[src/rtl/vram_responder.sv]
// vram_responder: arbitrates bg/obj/cpu accesses onto one VRAM BRAM port with a fixed-latency return pipeline
module vram_responder #(
  parameter int BRAM_LATENCY = 2
) (
  input  logic        clk_in,
  input  logic        rst_in,
  input  logic        tclk_in,
  input  logic [15:0] bg_addr_in,
  input  logic        bg_addr_valid_in,
  output logic [7:0]  bg_data_out,
  output logic        bg_data_valid_out,
  input  logic [15:0] obj_addr_in,
  input  logic        obj_addr_valid_in,
  output logic [7:0]  obj_data_out,
  output logic        obj_data_valid_out,
  input  logic [15:0] cpu_addr_in,
  input  logic        cpu_wr_in,
  input  logic [7:0]  cpu_wdata_in,
  input  logic        cpu_req_in,
  output logic [7:0]  cpu_rdata_out,
  output logic        cpu_ack_out,
  input  logic [1:0]  ppu_mode_in,
  output logic [12:0] bram_addr_out,
  output logic        bram_we_out,
  output logic [7:0]  bram_wdata_out,
  input  logic [7:0]  bram_rdata_in,
  output logic        busy_out
);
  typedef enum logic {IDLE, PENDING} trk_t;
  typedef struct packed {
    logic       v;
    logic [1:0] src;
    logic       ff;
  } ret_t;
  localparam logic [1:0] SRC_BG = 2'd0, SRC_OBJ = 2'd1, SRC_CPU = 2'd2;
  trk_t                  trk_q [3];
  trk_t                  trk_d [3];
  ret_t [BRAM_LATENCY:0] ret_q, ret_d;
  ret_t                  tail;
  logic [12:0] bram_addr_q, bram_addr_d;
  logic        bram_we_q, bram_we_d;
  logic [7:0]  bram_wdata_q, bram_wdata_d;
  logic [7:0]  bg_data_q, bg_data_d, obj_data_q, obj_data_d, cpu_rdata_q, cpu_rdata_d;
  logic        bg_valid_q, bg_valid_d, obj_valid_q, obj_valid_d, cpu_ack_q, cpu_ack_d;
  logic        busy_q, busy_d;
  logic        obj_acc, bg_acc, cpu_acc, ppu_active, acc, acc_ff;
  logic [1:0]  acc_src;
  logic [15:0] acc_addr;
  logic [7:0]  rdata;
  always_comb begin
    obj_acc    = tclk_in && obj_addr_valid_in && trk_q[SRC_OBJ] == IDLE;
    bg_acc     = tclk_in && bg_addr_valid_in && trk_q[SRC_BG] == IDLE && !obj_acc;
    ppu_active = bg_addr_valid_in || obj_addr_valid_in || trk_q[SRC_BG] == PENDING || trk_q[SRC_OBJ] == PENDING;
    cpu_acc    = tclk_in && cpu_req_in && trk_q[SRC_CPU] == IDLE && !ppu_active;
    acc        = obj_acc || bg_acc || cpu_acc;
    acc_src    = obj_acc ? SRC_OBJ : bg_acc ? SRC_BG : SRC_CPU;
    acc_addr   = obj_acc ? obj_addr_in : bg_acc ? bg_addr_in : cpu_addr_in;
    // Out-of-window addresses and CPU accesses during drawing never touch the BRAM
    acc_ff     = acc_addr[15:13] != 3'b100 || (cpu_acc && ppu_mode_in == 2'd3);
    ret_d      = {ret_q[BRAM_LATENCY-1:0], ret_t'{v: acc, src: acc_src, ff: acc_ff}};
    tail       = ret_q[BRAM_LATENCY];
    rdata      = tail.ff ? 8'hFF : bram_rdata_in;
    bg_valid_d  = tail.v && tail.src == SRC_BG;
    obj_valid_d = tail.v && tail.src == SRC_OBJ;
    cpu_ack_d   = tail.v && tail.src == SRC_CPU;
    bg_data_d   = bg_valid_d ? rdata : bg_data_q;
    obj_data_d  = obj_valid_d ? rdata : obj_data_q;
    cpu_rdata_d = cpu_ack_d ? rdata : cpu_rdata_q;
    for (int i = 0; i < 3; i++)
      trk_d[i] = (acc && acc_src == 2'(i)) ? PENDING : (tail.v && tail.src == 2'(i)) ? IDLE : trk_q[i];
    busy_d       = trk_d[0] == PENDING || trk_d[1] == PENDING || trk_d[2] == PENDING;
    bram_addr_d  = (acc && !acc_ff) ? acc_addr[12:0] : bram_addr_q;
    bram_we_d    = cpu_acc && cpu_wr_in && !acc_ff;
    bram_wdata_d = bram_we_d ? cpu_wdata_in : bram_wdata_q;
  end
  always_ff @(posedge clk_in) begin
    if (rst_in) begin
      trk_q        <= '{default: IDLE};
      ret_q        <= '0;
      bram_addr_q  <= '0;
      bram_we_q    <= 1'b0;
      bram_wdata_q <= '0;
      bg_data_q    <= '0;
      obj_data_q   <= '0;
      cpu_rdata_q  <= '0;
      bg_valid_q   <= 1'b0;
      obj_valid_q  <= 1'b0;
      cpu_ack_q    <= 1'b0;
      busy_q       <= 1'b0;
    end else begin
      trk_q        <= trk_d;
      ret_q        <= ret_d;
      bram_addr_q  <= bram_addr_d;
      bram_we_q    <= bram_we_d;
      bram_wdata_q <= bram_wdata_d;
      bg_data_q    <= bg_data_d;
      obj_data_q   <= obj_data_d;
      cpu_rdata_q  <= cpu_rdata_d;
      bg_valid_q   <= bg_valid_d;
      obj_valid_q  <= obj_valid_d;
      cpu_ack_q    <= cpu_ack_d;
      busy_q       <= busy_d;
    end
  end
  assign bg_data_out        = bg_data_q;
  assign bg_data_valid_out  = bg_valid_q;
  assign obj_data_out       = obj_data_q;
  assign obj_data_valid_out = obj_valid_q;
  assign cpu_rdata_out      = cpu_rdata_q;
  assign cpu_ack_out        = cpu_ack_q;
  assign bram_addr_out      = bram_addr_q;
  assign bram_we_out        = bram_we_q;
  assign bram_wdata_out     = bram_wdata_q;
  assign busy_out           = busy_q;
endmodule
[config.mk]
export PLATFORM = sky130hd
export DESIGN_NAME = vram_responder
export DESIGN_NICKNAME = d
export VERILOG_FILES = /design/src/rtl/vram_responder.sv
export SDC_FILE = /design/constraint.sdc
export NUM_CORES = 1
export LEC_CHECK = 0
export ABC_AREA = 1
export CAP_MARGIN = 0
export CORE_MARGIN = 2
export CORE_UTILIZATION = 44
export CTS_BUF_LIST = sky130_fd_sc_hd__clkbuf_2
export CTS_CLUSTER_DIAMETER = 200
export DETAILED_ROUTE_END_ITERATION = 8
export PLACE_DENSITY = 0.83
export SYNTH_ARGS = -nofsm -noshare
export SYNTH_HDL_FRONTEND = slang
export SYNTH_SLANG_ARGS = --single-unit
[constraint.sdc]
create_clock -name clk_in -period 1.8 [get_ports clk_in]
set_input_delay 0.27 -clock clk_in [delete_from_list [all_inputs] [get_ports clk_in]]
set_output_delay 0.27 -clock clk_in [all_outputs]
set_load 0.02 [all_outputs]
# Word level (Yosys, flattened, before mapping)
# Index checks and enable logic that the tools add are counted.
[totals] ff_bits=65 word_cells=73 inputBits=73
[classes] n_bitwise=3 muxes=11 reduce_logical=31 eq_ne=6
[ops] cell="16-bit 2-to-1 mux" n=2
[ops] cell="1-bit logical AND" n=18
[ops] cell="1-bit logical OR" n=8
[ops] cell="8-bit 2-to-1 mux" n=1
[ops] cell="2-bit == test (second input constant)" n=3
[ops] cell="1-bit 2-to-1 mux" n=6
[ops] cell="2-bit by 1-bit == test with 1-bit output (second input constant)" n=2
[ops] cell="2-bit zero test" n=2
[ops] cell="2-bit 2-to-1 mux" n=2
[ops] cell="1-bit zero test" n=3
[ops] cell="3-bit inequality test (second input constant)" n=1
[ops] cell="1-bit NOT" n=3

# Depth between registers and ports, before layout
# Gate-level depths: netlist (run 1).
[logic_depth] ltp_word=11 ltp_mapped=11

# Worst setup path before layout (run 1)
# Ideal clock, no wire load.
[synth_timing] kind="reg-to-reg" from="reg trk_q[1] (netlist name)" to="reg bram_addr_q[0] (netlist: bram_addr_out[0])" setup_ns=0.113 synth_period_minus_slack_ns=1.349 slack_ns=0.451 required_ns=1.687 arrival_ns=1.236 path_stages_with_launch=11 path_cell_list="dfxtp_1 -> inv_1 -> nand3_2 -> buf_6 -> nand2_2 -> inv_2 -> nand2_2 -> nand3_4 -> buf_2 -> nor2_1 -> nor2_1"
[synth_via] elab_chain_len=10
[synth_lines] element="start: declaration" line="36" text="trk_t trk_q [3];"
[synth_lines] element="start signal: assignment" line="91" text="trk_q <= trk_d;"
[synth_lines] element="1-bit NOT" line="51" text="obj_acc = tclk_in && obj_addr_valid_in && trk_q[SRC_OBJ] == IDLE;"
[synth_lines] element="1-bit logical AND" line="51"
[synth_lines] element="1-bit zero test" line="52" text="bg_acc = tclk_in && bg_addr_valid_in && trk_q[SRC_BG] == IDLE && !obj_acc;"
[synth_lines] element="1-bit logical AND" line="52"
[synth_lines] element="16-bit 2-to-1 mux (2 in series)" line="57" text="acc_addr = obj_acc ? obj_addr_in : bg_acc ? bg_addr_in : cpu_addr_in;"
[synth_lines] element="3-bit inequality test" line="59" text="acc_ff = acc_addr[15:13] != 3'b100 || (cpu_acc && ppu_mode_in == 2'd3);"
[synth_lines] element="1-bit logical OR" line="59"
[synth_lines] element="1-bit zero test" line="72" text="bram_addr_d = (acc && !acc_ff) ? acc_addr[12:0] : bram_addr_q;"
[synth_lines] element="1-bit logical AND" line="72"
[synth_lines] element="end signal: assignment" line="93" text="bram_addr_q <= bram_addr_d;"
[synth_lines] element="end: declaration" line="40" text="logic [12:0] bram_addr_q, bram_addr_d;"
# Parallel ways exist; a longest one is shown, timed or not.
# A chain may end at the register's enable or synchronous reset.

# Worst setup path after layout (run 1)
[layout_timing] from="reg cpu_rdata_q[4] (netlist: cpu_rdata_out[4])" to="out cpu_rdata_out[4]"
[layout_rtl] element="start: declaration" line="43" text="logic [7:0] bg_data_q, bg_data_d, obj_data_q, obj_data_d, cpu_rdata_q, cpu_rdata_d;"
[layout_rtl] element="start signal: assignment" line="98" text="cpu_rdata_q <= cpu_rdata_d;"
[layout_rtl] element="end: declaration" line="20" text="output logic [7:0] cpu_rdata_out,"
# No word-level cell between the ends.

==> impl_metrics.env, run 1 <==
export IMPL_status="finished clean"
export IMPL_rsz0062_at_grt="false"
export IMPL_fmax_mhz=576.4
export IMPL_cts_sinks=65
export IMPL_root_buffer="clkbuf_2"
export IMPL_nets=621
export IMPL_viasPerCell=4.742
export IMPL_hold_ws_ns=0.3743
export IMPL_fp_dieW_um=84.33
export IMPL_yosysTopAreaCell="dfxtp_1"
export IMPL_synthArstFlopShare_pct=0
export IMPL_first_global_vias=2692
export IMPL_tightest_slew_ns=0.2700
export IMPL_path_class="flop to primary output"
export IMPL_maxCapViolCount=0
export IMPL_cts_inserted_buffers=9
export IMPL_drive_gt1_share_pct=10.69
export IMPL_period_minus_slack_ns=1.735
export IMPL_row_count=29
export IMPL_clk_pin_slew_ns=0.17
export IMPL_clock_latency_ns=0.45
export IMPL_cp_start_kind="flop"
export IMPL_ys_seq_area_share_pct=45.84
export IMPL_grt_pass1_wl_mm=11.92
export IMPL_crit_slowest_cell="clkdlybuf4s50_1"
export IMPL_hold_class="input port to flop"
export IMPL_crit_chain="clkdlybuf4s50_1"
export IMPL_drc=0
export IMPL_place_congestion=0.7886
export IMPL_leakage_nw=2.037
export IMPL_setup_ws_ns=0.06508
export IMPL_worstSetupEndpointType="primary output"
export IMPL_synth_warnings=0
export IMPL_post_drt_wl_per_cell_um=11.64
export IMPL_dr_pass1_iters=4
export IMPL_grt_max_degree=33
export IMPL_synth_commonest_cells="125 x nor2_1, 67 x nand2_1, 65 x dfxtp_1"
export IMPL_diodes=0
export IMPL_tritoncts="done"
export IMPL_r2r_start="trk_q[1]"
export IMPL_syn2layout_area_growth_pct=52.09
export IMPL_synth_area_leaders="dfxtp_1 46%, nor2_1 17%, nand2_1 8.9%"
export IMPL_dp_hpwl_mm=5.583
export IMPL_p_int_mw=1.979
export IMPL_p_comb_share_pct=21.3
export IMPL_worst_path_largest_cell_delay_ns=0.62
export IMPL_ir_worst_vdd_uv=370.2
export IMPL_finalSetupViolations=0
export IMPL_yosysTopAreaCellShare_pct=45.84
export IMPL_h_tree_depth=3
export IMPL_drt_iter0_drc=137
export IMPL_crit_buf_inv=1
export IMPL_routed_wl_mm=7.321
export IMPL_p_per_area_nw_per_um2=636.9
export IMPL_path_delay_family="buffers and inverters"
export IMPL_clkPwrFrac_pct=23.7
export IMPL_netlist_area_sq_um=2839
export IMPL_crit_end="cpu_rdata_out[4]"
export IMPL_whs_path_depth=3
export IMPL_total_power_mw=2.750
export IMPL_synth_ff_type="dfxtp_1"
export IMPL_cp_required_ns=1.53
export IMPL_slew_viol_final=0
export IMPL_clk_path_buf_depth=2
export IMPL_min_from="cpu_wdata_in[5]"
export IMPL_ant_nets=0
export IMPL_final_cell_area_sq_um=4318
export IMPL_start_util_pct=45.23
export IMPL_synth_avg_cell_area_sq_um=6.924
export IMPL_cp_max_fo=2
export IMPL_max_slew_margin_pct=81.89
export IMPL_syn_inst=410
export IMPL_synth_seq_cells=65
export IMPL_worstPathArrival_ns=1.46
export IMPL_seq_power_share_pct=55.0
export IMPL_p_switching_mw=0.7712
export IMPL_rr_worst_depth=10
export IMPL_synthesis_nets=483
export IMPL_io_pins=123
export IMPL_die_y_um=84.33
export IMPL_synth_distinct_cells=23
export IMPL_via_count=2983
export IMPL_crit_start="cpu_rdata_out[4]"
export IMPL_finClkSkew_ns=0.01974
export IMPL_post_place_ws_ns=-0.1710
export IMPL_rrSetupSlack_ns=0.22
export IMPL_io_buffers=122
export IMPL_coreArea_sq_um=6277
export IMPL_placedInstanceArea_sq_um=4234
export IMPL_die_area_sq_um=7111
export IMPL_antenna_found_initial=0
export IMPL_yosysMostFrequentCell="nor2_1"
export IMPL_grt_use_total_pct=20.63
export IMPL_r2r_end="bram_addr_out[8]"
export IMPL_synth_edf_count=0
export IMPL_switching_share_pct=28.04
export IMPL_period_share_pct=96.38
export IMPL_finalHoldViolCount=0
export IMPL_overflow=0
export IMPL_cp_depth=1
-- sequential cells by signal, indices dropped and copies added, names as in the netlist, 3 cells and up --
name	cells
bg_data_out	8
bram_addr_out	13
bram_wdata_out	8
cpu_rdata_out	8
obj_data_out	8
ret_d	8
ret_q	4
trk_q	3
-- routing by layer --
metal | up-vias | part of all wire (%) | track usage, %
met5 | - | 0 | 0
met4 | 0 | 1.4 | 10.41
met3 | 10 | 7.1 | 4.130
met2 | 117 | 49 | 34.63
met1 | 1326 | 42 | 25.09
li1 | 1530 | - | -
-- area by class of cell --
cell class,instances,area (sq um)
fill,540,1959
timing repair buffer,142,1391
sequential,65,1301
multi-input combinational,275,1246
inverter,55,206.4
tap,77,96.34
clock buffer,11,55.05
clock inverter,4,21.27
-- tightest hold or removal path: stages --
cell and delay, ns:
clkdlybuf4s50_1 0.39, nor2_1 0.10, nor2_1 0.05
-- timing repair --
item,CTS,global route
endpoints found under the setup margin,0,3
hold buffers,0,0
resized for setup,0,3
buffers inserted,0,0
-- cells in the final DEF (no fill, tap or decap) --
cell | Yosys | routed
nand3_1 | 17 | 17
clkinv_1 | 4 | 5
nor3_2 | 2 | 2
buf_4 | 0 | 19
dfxtp_1 | 65 | 65
or2_2 | 8 | 8
clkinv_2 | 0 | 2
dlymetal6s2s_1 | 0 | 3
clkdlybuf4s50_1 | 0 | 119
nand3_2 | 1 | 1
a31oi_1 | 11 | 11
inv_2 | 3 | 3
nor2_4 | 2 | 2
nand2_4 | 2 | 2
a21oi_1 | 3 | 3
buf_12 | 0 | 1
o21ai_0 | 27 | 27
nand2_1 | 67 | 67
clkbuf_2 | 0 | 11
nand2_2 | 3 | 3
inv_1 | 48 | 48
nor2_1 | 125 | 125
nor2_2 | 1 | 1
clkinvlp_4 | 0 | 1
nand3_4 | 3 | 3
nand4_1 | 3 | 3
-- worst min path at each step --
stage	to	slack, ns
2_1_floorplan	ret_d[10]	0.39
3_5_place_dp	ret_q[8]	0.39
6_report	bram_wdata_out[5]	0.37
4_1_cts	bram_wdata_out[5]	0.34
5_1_grt	bram_wdata_out[7]	0.37
3_3_place_gp	ret_d[10]	0.39
-- stage by stage --
stage	cells	TNS (ns)	util [%]
after floorplan	410	0	-
after global placement	614	-1.604	67.45
after detailed placement	614	-2.677	67.45
after CTS	629	0	68.67
after global routing	629	0	68.79
final	629	0	68.79
-- power groups by stage --
stage               clock [mW]  combinational [mW]  sequential [mW]
detailed placement           0               0.585             1.54
finish                   0.651               0.585             1.51
CTS                      0.670               0.588             1.51
global placement             0               0.574             1.54
global route             0.729               0.641             1.52
floorplan                    0               0.238             1.58
-- kinds of logic (layout without fill, tap and decap cells) --
logic type / after synthesis / after routing / share of synthesized area (%)
AO/OA/AOI/OAI: 41 / 41 / 7.713
buffers and inverters: 70 / 212 / 10.27
flip-flops: 65 / 65 / 45.84
AND/OR/NAND/NOR: 234 / 234 / 36.18
No activity file was read; power rests on OpenSTA's default activity.
==> run 2, diff against run 1 <==
--- a/config.mk
+++ b/config.mk
@@ -8,11 +8,10 @@
 export ABC_AREA = 1
 export CAP_MARGIN = 0
 export CORE_MARGIN = 2
-export CORE_UTILIZATION = 44
-export CTS_BUF_LIST = sky130_fd_sc_hd__clkbuf_2
-export CTS_CLUSTER_DIAMETER = 200
+export CORE_UTILIZATION = 42
+export CTS_BUF_LIST = sky130_fd_sc_hd__clkbuf_16
 export DETAILED_ROUTE_END_ITERATION = 8
-export PLACE_DENSITY = 0.83
+export PLACE_DENSITY = 0.8
 export SYNTH_ARGS = -nofsm -noshare
 export SYNTH_HDL_FRONTEND = slang
 export SYNTH_SLANG_ARGS = --single-unit
==> impl_metrics.env, run 2 (same netlist as run 1, synthesis figures left out) <==
export IMPL_status="finished clean"
export IMPL_cts_inserted_buffers=9
export IMPL_row_count=29
export IMPL_clk_pin_slew_ns=0.05
export IMPL_period_share_pct=94.52
export IMPL_fp_dieW_um=86.22
export IMPL_antenna_found_initial=0
export IMPL_placedInstanceArea_sq_um=4227
export IMPL_dp_hpwl_mm=5.854
export IMPL_tritoncts="done"
export IMPL_syn2layout_area_growth_pct=60.47
export IMPL_path_class="input port to flop"
export IMPL_p_switching_mw=0.9183
export IMPL_root_buffer="clkbuf_16"
export IMPL_clk_path_buf_depth=2
export IMPL_period_minus_slack_ns=1.701
export IMPL_io_buffers=122
export IMPL_worst_path_largest_cell_delay_ns=0.55
export IMPL_hold_class="flop to flop"
export IMPL_min_from="ret_d[5]"
export IMPL_ctsHoldBuffers=0
export IMPL_crit_start="tclk_in"
export IMPL_overflow=0
export IMPL_finClkSkew_ns=0.005124
export IMPL_dr_pass1_iters=4
export IMPL_drc=0
export IMPL_p_int_mw=3.011
export IMPL_cp_max_fo=11
export IMPL_tightest_slew_ns=0.2800
export IMPL_maxCapViolCount=0
export IMPL_final_cell_area_sq_um=4556
export IMPL_grt_max_degree=34
export IMPL_ant_nets=0
export IMPL_slew_viol_final=0
export IMPL_hold_ws_ns=0.4028
export IMPL_post_place_ws_ns=-0.1865
export IMPL_leakage_nw=2.075
export IMPL_post_drt_wl_per_cell_um=12.47
export IMPL_cts_sinks=65
export IMPL_p_per_area_nw_per_um2=862.5
export IMPL_largest_register_ffs=13
export IMPL_fmax_mhz=587.8
export IMPL_ctsResizeCount=0
export IMPL_post_cts_buffers=0
export IMPL_cp_required_ns=2.01
export IMPL_final_util_pct=70.53
export IMPL_via_count=2984
export IMPL_ir_worst_vdd_uv=515.5
export IMPL_setup_ws_ns=0.09870
export IMPL_drt_iter0_drc=79
export IMPL_seq_power_share_pct=38.6
export IMPL_worstSetupEndpointType="flop"
export IMPL_die_y_um=86.22
export IMPL_finalSetupViolations=0
export IMPL_routed_wl_mm=7.859
export IMPL_stdcell_count=630
export IMPL_h_tree_depth=3
export IMPL_coreArea_sq_um=6459
export IMPL_drive_gt1_share_pct=11.03
export IMPL_dp_cells=613
export IMPL_grt_use_total_pct=20.99
export IMPL_worstPathArrival_ns=1.92
export IMPL_viasPerCell=4.737
export IMPL_clock_latency_ns=0.32
export IMPL_nets=621
export IMPL_crit_chain="clkdlybuf4s50_1, nand3_2, nand3_1, nand2_1, nor2_4, nand3_2, nor2_1, nor2_1"
export IMPL_io_pins=123
export IMPL_final_common_cell="nor2_1"
export IMPL_first_global_vias=2868
export IMPL_die_area_sq_um=7433
export IMPL_diodes=0
export IMPL_p_comb_share_pct=15.2
export IMPL_final_cell_mix="125 x nor2_1, 122 x clkdlybuf4s50_1, 67 x nand2_1"
export IMPL_start_util_pct=43.96
export IMPL_crit_slowest_cell="clkdlybuf4s50_1"
export IMPL_max_slew_margin_pct=81.28
export IMPL_switching_share_pct=23.37
export IMPL_cp_start_kind="input port"
export IMPL_clkPwrFrac_pct=46.3
export IMPL_r2r_start="trk_q[1]"
export IMPL_place_congestion=0.8262
export IMPL_finalHoldViolCount=0
export IMPL_grt_pass1_wl_mm=12.44
export IMPL_fill_cells=510
[run 2: cell count changes in the layout (fill, tap and decap cells not counted), sizes merged, moves of 2 or more]
cell / before / now
clkbuf: 11 / 9
clkdlybuf4s50: 119 / 122
bufinv: 0 / 2
dlymetal6s2s: 3 / 0
[run 2: power by group through the flow]
stage	sequential (mW)	clock (mW)	combinational, mW
after global placement	1.54	0	0.572
after floorplan	1.58	0	0.238
after detailed placement	1.55	0	0.586
final	1.52	1.82	0.595
after global routing	1.52	1.91	0.649
after CTS	1.52	1.85	0.591
[run 2: layout make-up]
| class | count | area [sq um] | area share, % |
|---|---|---|---|
| inverters | 55 | 206.4 | 4.532 |
| well taps | 77 | 96.34 | 2.115 |
| clock buffers | 9 | 225.2 | 4.944 |
| repair buffers | 141 | 1376 | 30.21 |
| clock inverters | 7 | 93.84 | 2.060 |
| flip-flops and latches | 65 | 1301 | 28.56 |
| multi-input cells | 276 | 1256 | 27.57 |
[run 2: per-stage QoR]
stage                     setup TNS (ns)  power, mW
final                                  0      3.929
after floorplan                        0      1.820
after CTS                              0      3.956
after global placement            -1.266      2.115
after detailed placement          -3.228      2.132
after global routing            -0.01692      4.080
[run 2: final timing paths]
path | slack (ns) | to | cells past startpoint
min reg2reg | 0.40 | ret_d[9] | 2
min | 0.40 | ret_d[9] | 2
max | 0.1 | bram_addr_out[4] | 8
max reg2reg | 0.24 | bram_addr_out[4] | 8
[run 2: worst max-delay path, delay by kind of cell]
family                 cells  cell delay [ns]
buffers and inverters      1             0.55
AND/OR/NAND/NOR            7             1.09
[run 2: routing by layer]
layer  vias to the layer above  track usage, %  part of all wire, %
li1                       1539               -                    -
met1                      1316           23.62                   41
met2                       115           38.34                   51
met3                        14           5.333                  6.2
met4                         0           7.386                  2.3
met5                         -               0                    0
==> run 3, diff against run 2 <==
--- a/config.mk
+++ b/config.mk
@@ -6,7 +6,7 @@
 export NUM_CORES = 1
 export LEC_CHECK = 0
 export ABC_AREA = 1
-export CAP_MARGIN = 0
+export CAP_MARGIN = 20
 export CORE_MARGIN = 2
 export CORE_UTILIZATION = 42
 export CTS_BUF_LIST = sky130_fd_sc_hd__clkbuf_16
==> results of run 3 <==
The final DEF is identical to that of run 2; final timing and power are the same.
